### src/rtl/audio_pkg.sv
// Shared constants for the audio playback path.
//   State codes for the playback scheduler, sample/counter widths,
//   the silence value and a saturating increment helper.
package audio_pkg;

  localparam int unsigned SAMPLE_W   = 16;
  localparam int unsigned UNDERRUN_W = 8;
  localparam int unsigned STATE_W    = 2;

  localparam logic [STATE_W-1:0] ST_IDLE    = 2'd0;
  localparam logic [STATE_W-1:0] ST_PREFILL = 2'd1;
  localparam logic [STATE_W-1:0] ST_PLAY    = 2'd2;

  localparam logic [SAMPLE_W-1:0] SILENCE = 16'h0000;

  // Increment that sticks at all-ones instead of wrapping.
  function automatic logic [UNDERRUN_W-1:0] sat_inc(input logic [UNDERRUN_W-1:0] v);
    return (v == '1) ? v : v + UNDERRUN_W'(1);
  endfunction

endpackage

### src/rtl/sample_fifo.sv
// Single-clock sample FIFO with registered read data.
//   clk, rst_n   : clock, asynchronous active-low reset
//   flush        : empties the FIFO and zeroes rd_data (wins over push/pop)
//   push/wr_data : write request; dropped when full unless a pop coincides
//   pop          : read request; rd_data is valid the cycle after. Popping an
//                  empty FIFO loads EMPTY_DATA into rd_data and moves nothing.
//   rd_data      : registered read data, held until the next pop/flush
//   full, empty  : registered, derived from the occupancy counter
//   level        : registered occupancy
module sample_fifo #(
  parameter int unsigned     DEPTH      = 16,
  parameter int unsigned     WIDTH      = 16,
  parameter logic [WIDTH-1:0] EMPTY_DATA = '0
) (
  input  logic                     clk,
  input  logic                     rst_n,
  input  logic                     flush,
  input  logic                     push,
  input  logic [WIDTH-1:0]         wr_data,
  input  logic                     pop,
  output logic [WIDTH-1:0]         rd_data,
  output logic                     full,
  output logic                     empty,
  output logic [$clog2(DEPTH):0]   level
);

  localparam int unsigned PTR_W   = $clog2(DEPTH);
  localparam int unsigned LEVEL_W = PTR_W + 1;

  logic [WIDTH-1:0]   mem [DEPTH];
  logic [PTR_W-1:0]   wr_ptr, rd_ptr;
  logic               do_push, do_pop;
  logic [LEVEL_W-1:0] level_next;

  // A full FIFO still accepts a push when a pop frees a slot in the same cycle.
  always_comb begin
    do_pop     = pop && !empty;
    do_push    = push && (!full || do_pop);
    level_next = level;
    if (flush) begin
      level_next = '0;
    end else if (do_push && !do_pop) begin
      level_next = level + LEVEL_W'(1);
    end else if (!do_push && do_pop) begin
      level_next = level - LEVEL_W'(1);
    end
  end

  // Storage array, no reset needed.
  always_ff @(posedge clk) begin
    if (do_push && !flush) begin
      mem[wr_ptr] <= wr_data;
    end
  end

  // Pointers wrap naturally since DEPTH is a power of two.
  always_ff @(posedge clk or negedge rst_n) begin
    if (!rst_n) begin
      wr_ptr  <= '0;
      rd_ptr  <= '0;
      rd_data <= EMPTY_DATA;
      level   <= '0;
      full    <= 1'b0;
      empty   <= 1'b1;
    end else begin
      level <= level_next;
      full  <= (level_next == LEVEL_W'(DEPTH));
      empty <= (level_next == '0);
      if (flush) begin
        wr_ptr  <= '0;
        rd_ptr  <= '0;
        rd_data <= EMPTY_DATA;
      end else begin
        if (do_push) begin
          wr_ptr <= wr_ptr + PTR_W'(1);
        end
        if (pop) begin
          rd_data <= empty ? EMPTY_DATA : mem[rd_ptr];
        end
        if (do_pop) begin
          rd_ptr <= rd_ptr + PTR_W'(1);
        end
      end
    end
  end

endmodule

### src/rtl/audio_playback_scheduler.sv
// Audio playback scheduler: buffers incoming samples, prefills, then releases
// one sample every CLK_DIV clocks to the output stage.
//   clk_25mhz, reset_n : clock, asynchronous active-low reset
//   enable             : playback enable (level)
//   s_valid, s_data    : incoming sample pulse and data
//   clear_flags        : pulse, clears overrun_flag and underrun_count
//   sample_out         : current output sample, held between strobes
//   sample_strobe      : one-cycle pulse when sample_out updates
//   playing            : high while in PLAY
//   overrun_flag       : sticky, a sample was dropped on a full FIFO
//   underrun_count     : saturating count of underruns
//   fill_level         : FIFO occupancy
module audio_playback_scheduler
  import audio_pkg::*;
#(
  parameter int unsigned CLK_DIV    = 1133,
  parameter int unsigned FIFO_DEPTH = 16,
  parameter int unsigned PREFILL    = 8
) (
  input  logic                        clk_25mhz,
  input  logic                        reset_n,
  input  logic                        enable,
  input  logic                        s_valid,
  input  logic [SAMPLE_W-1:0]         s_data,
  input  logic                        clear_flags,
  output logic [SAMPLE_W-1:0]         sample_out,
  output logic                        sample_strobe,
  output logic                        playing,
  output logic                        overrun_flag,
  output logic [UNDERRUN_W-1:0]       underrun_count,
  output logic [$clog2(FIFO_DEPTH):0] fill_level
);

  localparam int unsigned TICK_W  = $clog2(CLK_DIV);
  localparam int unsigned LEVEL_W = $clog2(FIFO_DEPTH) + 1;

  localparam logic [TICK_W-1:0]  TICK_LAST     = TICK_W'(CLK_DIV - 1);
  localparam logic [LEVEL_W-1:0] PREFILL_LEVEL = LEVEL_W'(PREFILL);

  logic [STATE_W-1:0] state, state_next;
  logic [TICK_W-1:0]  tick, tick_next;
  logic               fifo_push, fifo_pop, fifo_flush;
  logic               fifo_full, fifo_empty;
  logic               tick_end, underrun, overrun;

  // Sample buffer; a pop on empty yields silence, which covers the underrun output.
  sample_fifo #(
    .DEPTH      (FIFO_DEPTH),
    .WIDTH      (SAMPLE_W),
    .EMPTY_DATA (SILENCE)
  ) u_fifo (
    .clk     (clk_25mhz),
    .rst_n   (reset_n),
    .flush   (fifo_flush),
    .push    (fifo_push),
    .wr_data (s_data),
    .pop     (fifo_pop),
    .rd_data (sample_out),
    .full    (fifo_full),
    .empty   (fifo_empty),
    .level   (fill_level)
  );

  // Next-state, tick divider and FIFO controls.
  always_comb begin
    state_next = state;
    tick_next  = '0;
    fifo_flush = 1'b0;
    fifo_push  = 1'b0;
    fifo_pop   = 1'b0;
    tick_end   = 1'b0;
    if (!enable) begin
      state_next = ST_IDLE;
      fifo_flush = 1'b1;
    end else begin
      case (state)
        ST_IDLE: begin
          state_next = ST_PREFILL;
          fifo_flush = 1'b1;
        end
        ST_PREFILL: begin
          fifo_push = s_valid;
          if (fill_level >= PREFILL_LEVEL) begin
            state_next = ST_PLAY;
          end
        end
        ST_PLAY: begin
          fifo_push = s_valid;
          tick_next = tick + TICK_W'(1);
          if (tick == TICK_LAST) begin
            tick_end  = 1'b1;
            tick_next = '0;
            fifo_pop  = 1'b1;
            if (fifo_empty) begin
              state_next = ST_PREFILL;
            end
          end
        end
        default: begin
          state_next = ST_IDLE;
        end
      endcase
    end
  end

  assign underrun = tick_end && fifo_empty;
  // A full FIFO with a coincident pop accepts the push, so it is not an overrun.
  assign overrun  = fifo_push && fifo_full && !fifo_pop;

  // State and tick registers.
  always_ff @(posedge clk_25mhz or negedge reset_n) begin
    if (!reset_n) begin
      state <= ST_IDLE;
      tick  <= '0;
    end else begin
      state <= state_next;
      tick  <= tick_next;
    end
  end

  // Strobe, playing and sticky status; a same-cycle event beats clear_flags.
  always_ff @(posedge clk_25mhz or negedge reset_n) begin
    if (!reset_n) begin
      sample_strobe  <= 1'b0;
      playing        <= 1'b0;
      overrun_flag   <= 1'b0;
      underrun_count <= '0;
    end else begin
      sample_strobe <= tick_end;
      playing       <= (state_next == ST_PLAY);
      if (overrun) begin
        overrun_flag <= 1'b1;
      end else if (clear_flags) begin
        overrun_flag <= 1'b0;
      end
      if (underrun) begin
        underrun_count <= clear_flags ? UNDERRUN_W'(1) : sat_inc(underrun_count);
      end else if (clear_flags) begin
        underrun_count <= '0;
      end
    end
  end

endmodule
### config.mk
export PLATFORM = sky130hd
export DESIGN_NAME = audio_playback_scheduler
export DESIGN_NICKNAME = d
export VERILOG_FILES = /design/src/rtl/audio_pkg.sv /design/src/rtl/sample_fifo.sv /design/src/rtl/audio_playback_scheduler.sv
export SDC_FILE = /design/constraint.sdc
export NUM_CORES = 1
export LEC_CHECK = 0
export CORE_ASPECT_RATIO = 1.75
export CORE_MARGIN = 5
export CORE_UTILIZATION = 65
export DETAILED_ROUTE_END_ITERATION = 8
export GPL_ROUTABILITY_DRIVEN = 1
export HOLD_SLACK_MARGIN = 0.12
export PLACE_DENSITY = 0.85
export SETUP_SLACK_MARGIN = 0.2
export SLEW_MARGIN = 20
export SYNTH_ARGS = -nofsm -noshare
export SYNTH_HDL_FRONTEND = slang
export SYNTH_SLANG_ARGS = --single-unit
### constraint.sdc
create_clock -name clk_25mhz -period 8.6 [get_ports clk_25mhz]
set_input_delay 0.86 -clock clk_25mhz [delete_from_list [all_inputs] [get_ports clk_25mhz]]
set_output_delay 0.86 -clock clk_25mhz [all_outputs]
set_load 0.02 [all_outputs]
======== Word-level counts from Yosys, hierarchy flattened ========
Memories as Yosys holds them, arrays and structs flattened.
Index checks and enable logic that the tools add are counted.
storage, ports and cells
  flip-flop bits (word level) ............. 55
  latch bits .............................. 0
  memory bits (writable) .................. 256
  bits in read-only memories .............. 0
  input bits .............................. 21
  output and inout bits ................... 32
  word-level logic and storage cells ...... 84
  memories ................................ 1
cells by class
  $add $sub $neg .......................... 6
  $mul .................................... 0
  divide/modulo/power cells ............... 0
  order comparisons ....................... 1
  equal/unequal tests ..................... 7
  shift operators ......................... 0
  muxes and demuxes ....................... 33
  bitwise operators ....................... 0
  reduce and logical (&&, ||, !) cells .... 24
memories
  name        depth  width  read ports  clocked after memory_dff  wr ports  line               RTL
  u_fifo.mem  16     16     1           0                         1         sample_fifo.sv:30  logic [WIDTH-1:0] mem [DEPTH];
operators by type and width
  operator                 count
  $mux W16                 3
  $mux W11                 3
  $mux W8                  4
  $mux W4                  4
  $mux W5                  3
  $add A11 B1 Y11 const B  1
  $eq A11 B11 Y1 const B   1
  $mux W1                  11
  $reduce_bool A2 Y1       5
  $add A4 B1 Y4 const B    2
  $add A8 B1 Y8 const B    1
  $eq A8 B8 Y1 const B     1
  $logic_and A1 B1 Y1      8
  $mux W2                  4
  $logic_not A1 Y1         6
  $pmux W2 S3              1
  $add A5 B1 Y5 const B    1
  $eq A5 B5 Y1 const B     1
  $ge A5 B4 Y1 const B     1
  $logic_not A5 Y1         1
  $sub A5 B1 Y5 const B    1
  $eq A2 B2 Y1 const B     2
  $eq A2 B1 Y1 const B     1
  $logic_not A2 Y1         1
  other kinds (4)          4

======== Longest topological paths before layout ========
Gate-level depths: netlist (run 1).
  depth after elaboration ................. 13
  mapped depth ............................ 10
  depth with buffers taken out ............ 9

======== Cells and area by module ========
A second synthesis (run 1) with hierarchy kept.
second synthesis, totals
  cells, all modules ...................... 694
  area total of the unflattened synthesis .. 12524.5 µm²
by module, submodules not included
  module                    times used  cells each  area each (µm²)  sequential area each (µm²)
  sample_fifo               1           552         11190.7          8464.4
  audio_playback_scheduler  1           142         1333.8           600.6

======== Worst setup path after synthesis (run 1) ========
No wires, ideal clock.
  path type ............................... input -> register
  start point ............................. input enable
  end point ............................... memory u_fifo.mem[0][0] (enable)
  library setup time ...................... 409 ps
  data arrival time ....................... 3204 ps
  required time ........................... 8191 ps
  slack ................................... 4987 ps
  stages on the path ...................... 5
  path buffers ............................ 0
  cell sequence ........................... nand3b_1 > or4_1 > a21oi_2 > nand3_1 > nor3_1
between the ends
  longest elaborated chain between the ends .. 7
  elaborated cells between the ends (all ways) .. 10
  those cells by class .................... mux (5); reduce/logical (5)
ends and longest elaborated chain
  what                               line                            RTL
  start: declaration                 audio_playback_scheduler.sv:22  input logic enable,
  $mux W1                            audio_playback_scheduler.sv:72  if (!enable) begin
  $logic_and A1 B1 Y1                sample_fifo.sv:37               do_pop = pop && !empty;
  $logic_or A1 B1 Y1                 sample_fifo.sv:38               do_push = push && (!full || do_pop);
  $logic_and A1 B1 Y1                sample_fifo.sv:38
  $logic_and A1 B1 Y1 (*)            sample_fifo.sv:51               if (do_push && !flush) begin
  $mux W1 (*)                        sample_fifo.sv:51
  $mux W1 (not written as such) (*)  sample_fifo.sv:52               mem[wr_ptr] <= wr_data;
  end: declaration                   sample_fifo.sv:30
Mark *: on every way between the ends. The rest lies on a longest branch, timed or not.

======== Worst setup path after layout (run 1) ========
  start point ............................. input enable
  end point ............................... memory u_fifo.mem[12][11] (enable)
Same word-level chain as after synthesis.

==> run summary, run 1 <==
========================================================================================================
Status .................................................................................... finished, final reports clean
CP Max Fanout .............................................................................           16
Routed len/inst ...........................................................................      29.2 µm
Post-CTS clock slew at the launch and capture registers of the worst setup and hold paths .      0.07 ns
Number of buffer and inverter instances along the worst setup path ........................            1
Average size of a mapped cell .............................................................     18.7 µm²
Die extent in y ...........................................................................       193 µm
Most frequent cells in the layout ......................................................... edfxtp_1 (256), mux4_2 (68), dfrtp_1 (52)
Post-Synth XOR/XNOR Area ..................................................................        1.62%
Unrepaired setup endpoints after global routing ...........................................        false
First-pass GRT wire length ................................................................     43500 µm
Maximum number of pins on one net before global-route repair ..............................           62
Slowest CP cell ...........................................................................       nor2_2
Asr flop ratio synth ......................................................................        17.7%
Nets in the synthesized netlist ...........................................................          703
Number of gates resized after cts .........................................................            0
H-tree levels .............................................................................            1
Worst supply voltage drop on vdd ..........................................................       280 µV
Reported leakage power ....................................................................      4.62 nW
Global placement routability congestion ...................................................        0.933
Number of buffers created by CTS ..........................................................           26
Buffers on Ports ..........................................................................           52
Final number of hold-violating endpoints ..................................................            0
Diodes inserted ...........................................................................            0
First drt pass iteration count ............................................................            7
Final cell area excluding filler cells ....................................................   0.0141 mm²
Met2 wire length ..........................................................................     15700 µm
Required time of the critical path ........................................................      8.75 ns
Number of antenna violations at the first check in global routing .........................            0
Initial Util ..............................................................................        65.5%
Clock latency on the worst-skew pair ......................................................      0.55 ns
Kind of path behind the tightest hold check ............................................... input port to asynchronous set/reset pin
Yosys warning count .......................................................................            0
Share of final-layout standard cells stronger than drive strength 1 .......................        20.2%
Number of nets in the layout ..............................................................          760
DRC viols .................................................................................            0
Wire length the detailed router placed on met1 ............................................      9230 µm
Shortest clock period the worst path allows after layout ..................................      3.83 ns
Max Clock Skew ............................................................................    0.0257 ns
Simple-gate portion of the synthesized area ...............................................        5.22%
Adder-cell share of the synthesized area ..................................................        1.51%
Fraction of the cycle the final worst path needs ..........................................        44.5%
Worst Path Arrival ........................................................................      3.98 ns
Growth of design area from synthesis to finish ............................................        13.5%
CTS max path bufs .........................................................................            3
Slew margin rel. ..........................................................................        28.2%
Cell variety after synth ..................................................................           51
Via density per instance ..................................................................         6.72
Number of design-rule violations left by the first detailed-router iteration ..............          794
Crit-path leading delay family ............................................................ simple AND/OR/NAND/NOR gates
Number of hold buffers added after cts ....................................................            0
Critical Path Source Type .................................................................   input port
Uppermost layer routed ....................................................................         met4
Total standard cell area after synthesis ..................................................   0.0125 mm²
Most common cell after layout, fill and taps aside ........................................     edfxtp_1
Area of the die ...........................................................................   0.0222 mm²
Gate count of the mapped netlist ..........................................................          667
Core region area ..........................................................................   0.0190 mm²
Number of violations of the max-capacitance limit .........................................            0
TritonCTS clock tree ......................................................................          yes
Setup tns final ...........................................................................         0 ns
Worst Max-Slew Pin Slew ...................................................................      1.07 ns
CTS sink count ............................................................................          311
Cell breakdown of the critical path ....................................................... clkdlybuf4s50_1, nand3b_1, or4_1, a21oi_2, nand3_1, nor2_2
Vias after detailed routing ...............................................................         6616
Number of global-route vias before repair .................................................         6942
Count of antenna-violating nets left after detailed routing ...............................            0
Post-synth EDFFs ..........................................................................          256
Clock Root Buffer .........................................................................    clkbuf_16
Largest family of logic cells by synthesized area ......................................... multiplexers
Floorplan row count .......................................................................           67
Total routing usage reported by global routing ............................................        27.3%
Detail Route met3 WL ......................................................................      1830 µm
Fraction of the mapped netlist area in compound gates .....................................        3.39%
Kind of capture point of the worst setup path .............................................     register
Share of cell area taken by muxes after synthesis .........................................        14.0%
DPL Wire Length ...........................................................................     18900 µm
Max stage delay on crit path ..............................................................      0.89 ns
Die boundary width ........................................................................       115 µm
Part of the Yosys area used for sequential elements .......................................        72.7%
Upper clock frequency limit ...............................................................      261 MHz
Total Power ...............................................................................      2.88 mW
Number of flip-flops and latches in the synthesized netlist ...............................          311
Wire length reported by the detailed router ...............................................     28800 µm
Power per cell area .......................................................................   204 mW/mm²
I/O pins ..................................................................................           53
Post CTS Setup Buffer Count ...............................................................            0
Max Slew Vio Count ........................................................................            0
Placed inst area ..........................................................................   0.0133 mm²
Type of the worst setup path .............................................................. input port to register
Setup-violating endpoint count in the final report ........................................            0
GR Overflow Total .........................................................................            0
Main flop type after synthesis ............................................................     edfxtp_1
========================================================================================================
==> worst paths after layout <==
path	cells after the start	endpoint	start	slack, ns
worst max-delay path	6	u_fifo.mem[12][11]$_DFFE_PP_	enable	4.77
worst min register to register	1	tick[0]$_DFF_PN0_	tick[0]$_DFF_PN0_	0.51
min in group clk_25mhz	1	tick[0]$_DFF_PN0_	tick[0]$_DFF_PN0_	0.51
worst max register to register	7	u_fifo.mem[12][11]$_DFFE_PP_	state[0]$_DFF_PN0_	4.97
max in group asynchronous	2	u_fifo.rd_ptr[0]$_DFFE_PN0P_	reset_n	7.54
worst min-delay path	2	underrun_count[6]$_DFFE_PN0P_	reset_n	0.45
==> state kept, by name, indices dropped and copies added, names as in the netlist, 2 cells and up <==
name,count
tick,11
u_fifo.level,5
u_fifo.wr_ptr,4
underrun_count,8
u_fifo.rd_data,16
state,2
u_fifo.mem,256
u_fifo.rd_ptr,4
==> metrics by stage <==
stage          instances  utilization, %  hold WS [ns]  worst slack [ns]
6_report             985            74.3         0.451              4.77
4_1_cts              984            74.2         0.478              4.55
3_3_place_gp         936            69.5         0.472              4.15
3_5_place_dp         936            69.6         0.489              4.02
5_1_grt              985            74.3         0.524              4.65
2_1_floorplan        667               -         0.454              4.99
==> layout make-up <==
| class | count | area [µm²] |
|---|---|---|
| tap | 241 | 302 |
| multi-input combinational | 313 | 3270 |
| timing repair buffer | 61 | 587 |
| sequential | 311 | 9070 |
| fill | 1047 | 4880 |
| clock inverter | 18 | 185 |
| clock buffer | 30 | 687 |
| inverter | 11 | 41.3 |
==> worst reg2reg max path, delay by kind of cell (launching register included) <==
kind / cells / cell delay [ns]
AO/OA/AOI/OAI: 1 / 0.41
adder cells (fa/ha/maj): 1 / 0.25
buffers and inverters: 1 / 0.13
AND/OR/NAND/NOR: 4 / 2.06
flip-flops: 1 / 0.40
==> power by group <==
group	internal (mW)	switching (mW)
registers	1.63	0.00102
logic	0.0125	0.0394
clock network	0.670	0.527
==> Yosys cell counts (all sizes together) (2+ instances only) <==
| cell type | n | area share (%) |
|---|---|---|
| nand2b | 5 | 0.25 |
| mux4 | 68 | 12 |
| dfrtp | 54 | 11 |
| xor2 | 13 | 0.91 |
| nand3b | 2 | 0.12 |
| nand4 | 3 | 0.15 |
| clkbuf | 19 | 0.57 |
| or2 | 2 | 0.10 |
| mux2i | 17 | 1.4 |
| o21ai | 13 | 0.52 |
| edfxtp | 256 | 62 |
| ha | 15 | 1.5 |
| nand4bb | 2 | 0.31 |
| a32o | 12 | 0.96 |
| nand2 | 17 | 0.51 |
| a21o | 4 | 0.24 |
| nor2 | 49 | 1.5 |
| nor4 | 3 | 0.32 |
| buf | 13 | 0.61 |
| inv | 11 | 0.33 |
| xnor2 | 10 | 0.70 |
| a22oi | 4 | 0.24 |
| mux2 | 4 | 0.36 |
| a21oi | 16 | 0.67 |
| and2 | 3 | 0.15 |
| nand3 | 19 | 0.76 |
| nor2b | 2 | 0.10 |
| nor3 | 8 | 0.32 |
| a221oi | 4 | 0.28 |
| and3 | 5 | 0.25 |
| or4 | 2 | 0.12 |
==> metal layers <==
metal,up-vias,GRT usage (%)
li1,2772,-
met4,0,14.9
met5,-,0
met1,3369,31.5
met2,383,49.0
met3,92,3.65
==> logic make-up after synthesis <==
family	after synthesis
AO/OA/AOI/OAI	60
AND/OR/NAND/NOR	126
flip-flops	311
buffers and inverters	43
adder cells (fa/ha/maj)	15
XOR/XNOR	23
multiplexers	89
(Power assumes the default switching activity.)
==> run 2, diff against run 1 <==
- CORE_UTILIZATION: 65 -> 54
- PLACE_DENSITY: 0.85 -> 0.75
- clock period: 8.6 -> 3.5 ns (I/O delays scaled with it)
==> run 2 against run 1 <==
Compared with the run above: register-to-register slack worse by 4.6 ns; sequential share of layout area down 1.5 points; worst setup slack worse by 4.4 ns; via count decreased by 1.8%; critical path type is now register to register.
==> run summary, run 2 (same netlist as run 1, synthesis figures left out) <==
========================================================================================================
Status .................................................................................... finished, final reports clean
First drt pass iteration count ............................................................            5   -2
Core region area ..........................................................................   0.0227 mm²   +20%
Setup-violating endpoint count in the final report ........................................            0   unchanged
CTS sink count ............................................................................          311   unchanged
I/O pins ..................................................................................           53   unchanged
Area of the die ...........................................................................   0.0263 mm²   +19%
Capturing element of the worst setup path ................................................. u_fifo.mem[5][4]$_DFFE_PP_
Sequential fraction of design power .......................................................        55.8%   -0.9 points
Initial Util ..............................................................................        54.8%   -11 points
Via density per instance ..................................................................         6.08   -9.5%
Global placement routability congestion ...................................................        0.869   -6.9%
Total Power ...............................................................................      7.19 mW   +150%
Clock Root Buffer .........................................................................    clkbuf_16
Placed inst area ..........................................................................   0.0136 mm²   +2.3%
Routed len/inst ...........................................................................      25.6 µm   -12%
Capturing point of the worst reg2reg path ................................................. u_fifo.mem[5][4]$_DFFE_PP_
Floorplan row count .......................................................................           73   +9.0%
Growth of design area from synthesis to finish ............................................        16.3%
Flip-flop count of the largest register after layout ......................................          256   unchanged
Number of design-rule violations left by the first detailed-router iteration ..............          579   -27%
Setup tns final ...........................................................................         0 ns   unchanged
Count of antenna-violating nets left after detailed routing ...............................            0   unchanged
Largest registers ......................................................................... u_fifo.mem: 256 flops, u_fifo.rd_data: 16 flops, tick: 11 flops
Vias after detailed routing ...............................................................         6495   -1.8%
Kind of path behind the tightest hold check ............................................... input port to asynchronous set/reset pin
Reported leakage power ....................................................................      4.80 nW   +3.8%
Cell Int Power ............................................................................      5.82 mW   +150%
Final number of hold-violating endpoints ..................................................            0   unchanged
Crit-path leading delay family ............................................................ simple AND/OR/NAND/NOR gates
Min Hold Slack ............................................................................     0.416 ns   -0.0349 ns
Stages on worst setup path ................................................................            8   +2
Shortest clock period the worst path allows after layout ..................................      3.09 ns
Number of nets in the layout ..............................................................          785   +3.3%
Maximum number of pins on one net before global-route repair ..............................           76   +23%
Power per cell area .......................................................................   496 mW/mm²   +140%
DPL Wire Length ...........................................................................     19100 µm   +0.74%
Clk pwr share .............................................................................        42.4%   +0.9 points
R2R Setup Slk .............................................................................      0.41 ns   -4.56 ns
Kind of capture point of the worst setup path .............................................     register
Die extent in y ...........................................................................       211 µm   +9.2%
Combinational power share .................................................................         1.8%   about the same
First-pass GRT wire length ................................................................     42100 µm   -3.1%
Wire length reported by the detailed router ...............................................     27300 µm   -5.0%
Diodes inserted ...........................................................................            0   unchanged
End-of-flow core utilization ..............................................................        63.7%   -11 points
Post-CTS clock slew at the launch and capture registers of the worst setup and hold paths .      0.07 ns   about the same
Total routing usage reported by global routing ............................................        21.2%   -6.1 points
Number of buffer and inverter instances along the worst setup path ........................            2   +1
Number of buffers created by CTS ..........................................................           26   unchanged
H-tree levels .............................................................................            1   unchanged
Most frequent cells in the layout ......................................................... edfxtp_1 (256), mux4_2 (68), dfrtp_1 (52)
Reg2reg start ............................................................................. state[0]$_DFF_PN0_
Die boundary width ........................................................................       125 µm   +8.9%
Max Slew Vio Count ........................................................................            0   unchanged
DRC viols .................................................................................            0   unchanged
Slowest CP cell ...........................................................................        or4_1
Clock latency on the worst-skew pair ......................................................      0.53 ns   -0.02 ns
Max Clock Skew ............................................................................    0.0121 ns   -0.0136 ns
TritonCTS clock tree ......................................................................          yes
Unrepaired setup endpoints after global routing ...........................................        false
Final cell area excluding filler cells ....................................................   0.0145 mm²   +2.4%
CP Max Fanout .............................................................................            9   -7
Worst Path Arrival ........................................................................      3.33 ns   -0.65 ns
Fraction of the cycle the final worst path needs ..........................................        88.4%
Number of antenna violations at the first check in global routing .........................            0   unchanged
GR Overflow Total .........................................................................            0   unchanged
Required time of the critical path ........................................................      3.74 ns   -5.01 ns
Critical Path Source Type .................................................................     register
Largest register by flop count ............................................................   u_fifo.mem
Worst supply voltage drop on vdd ..........................................................       428 µV   +53%
Worst setup path start .................................................................... state[0]$_DFF_PN0_
Cell breakdown of the critical path ....................................................... inv_1, ha_1, nand3b_1, or4_1, a21oi_4, nand3_1, nor2_1, buf_4
Logic depth of the worst register-to-register path ........................................            8   +1
Switching power of the nets ...............................................................      1.37 mW   +140%
Max stage delay on crit path ..............................................................      0.63 ns   -0.26 ns
Share of total power consumed by net switching ............................................        19.0%   -0.66 points
Most common cell after layout, fill and taps aside ........................................     edfxtp_1
Number of violations of the max-capacitance limit .........................................            0   unchanged
Filler Cell Count .........................................................................         1492   +43%
Share of final-layout standard cells stronger than drive strength 1 .......................        21.2%   +1.0 points
CTS max path bufs .........................................................................            3   unchanged
Worst Max-Slew Pin Slew ...................................................................     0.953 ns   -0.119 ns
Number of global-route vias before repair .................................................         6934   -0.12%
Slew margin rel. ..........................................................................        36.5%   +8.3 points
Buffers on Ports ..........................................................................           52   unchanged
Upper clock frequency limit ...............................................................      323 MHz
Type of the worst setup path .............................................................. register to register
========================================================================================================
run 2: worst min path at each step:
| stage | endpoint | slack, ns | cells after the start |
|---|---|---|---|
| floorplan | overrun_flag$_DFFE_PN0P_ | 0.05 | 0 |
| detailed placement | playing$_DFF_PN0_ | 0.46 | 1 |
| global route | playing$_DFF_PN0_ | 0.48 | 2 |
| CTS | playing$_DFF_PN0_ | 0.42 | 2 |
| global placement | playing$_DFF_PN0_ | 0.43 | 1 |
| finish | playing$_DFF_PN0_ | 0.42 | 2 |
run 2: layout make-up:
type                            instances  area [µm²]  area share, %
Inverter                               11        41.3          0.285
Tap cell                              300         375           2.59
Clock inverter                         14         186           1.29
Sequential cell                       311        9070           62.6
Timing Repair Buffer                   86         848           5.85
Multi-Input combinational cell        313        3240           22.4
Clock buffer                           34         732           5.05
run 2: metrics by stage:
step           std cells  setup slack, ns
2_1_floorplan        667            0.473
3_3_place_gp        1020            0.386
3_5_place_dp        1020            0.277
4_1_cts             1069            0.312
5_1_grt             1069            0.240
6_report            1069            0.408
run 2: per-layer routing:
layer	GRT usage [%]	share of wire, %	wire [µm]	vias up
li1	-	-	-	2816
met1	23.5	33	9150	3378
met2	39.2	55	15200	230
met3	2.45	4.2	1150	71
met4	12.3	6.8	1860	0
met5	0	0	0	-
run 2: what timing repair did:
| item | CTS | global route |
|---|---|---|
| buffers inserted | 0 | 0 |
| hold endpoints to repair | 30 | 0 |
| gates resized for setup | 0 | 1 |
| hold buffers | 1 | 0 |
| endpoints found under the setup margin | 0 | 178 |
run 2: power by group through the flow:
| stage | Combinational [mW] | Clock, mW | Sequential (mW) |
|---|---|---|---|
| 3_5_place_dp | 0.134 | 0 | 4.09 |
| 6_report | 0.131 | 3.05 | 4.01 |
| 5_1_grt | 0.143 | 3.27 | 4.01 |
| 2_1_floorplan | 0.0278 | 0 | 4.09 |
| 3_3_place_gp | 0.127 | 0 | 4.09 |
| 4_1_cts | 0.134 | 3.12 | 4.01 |
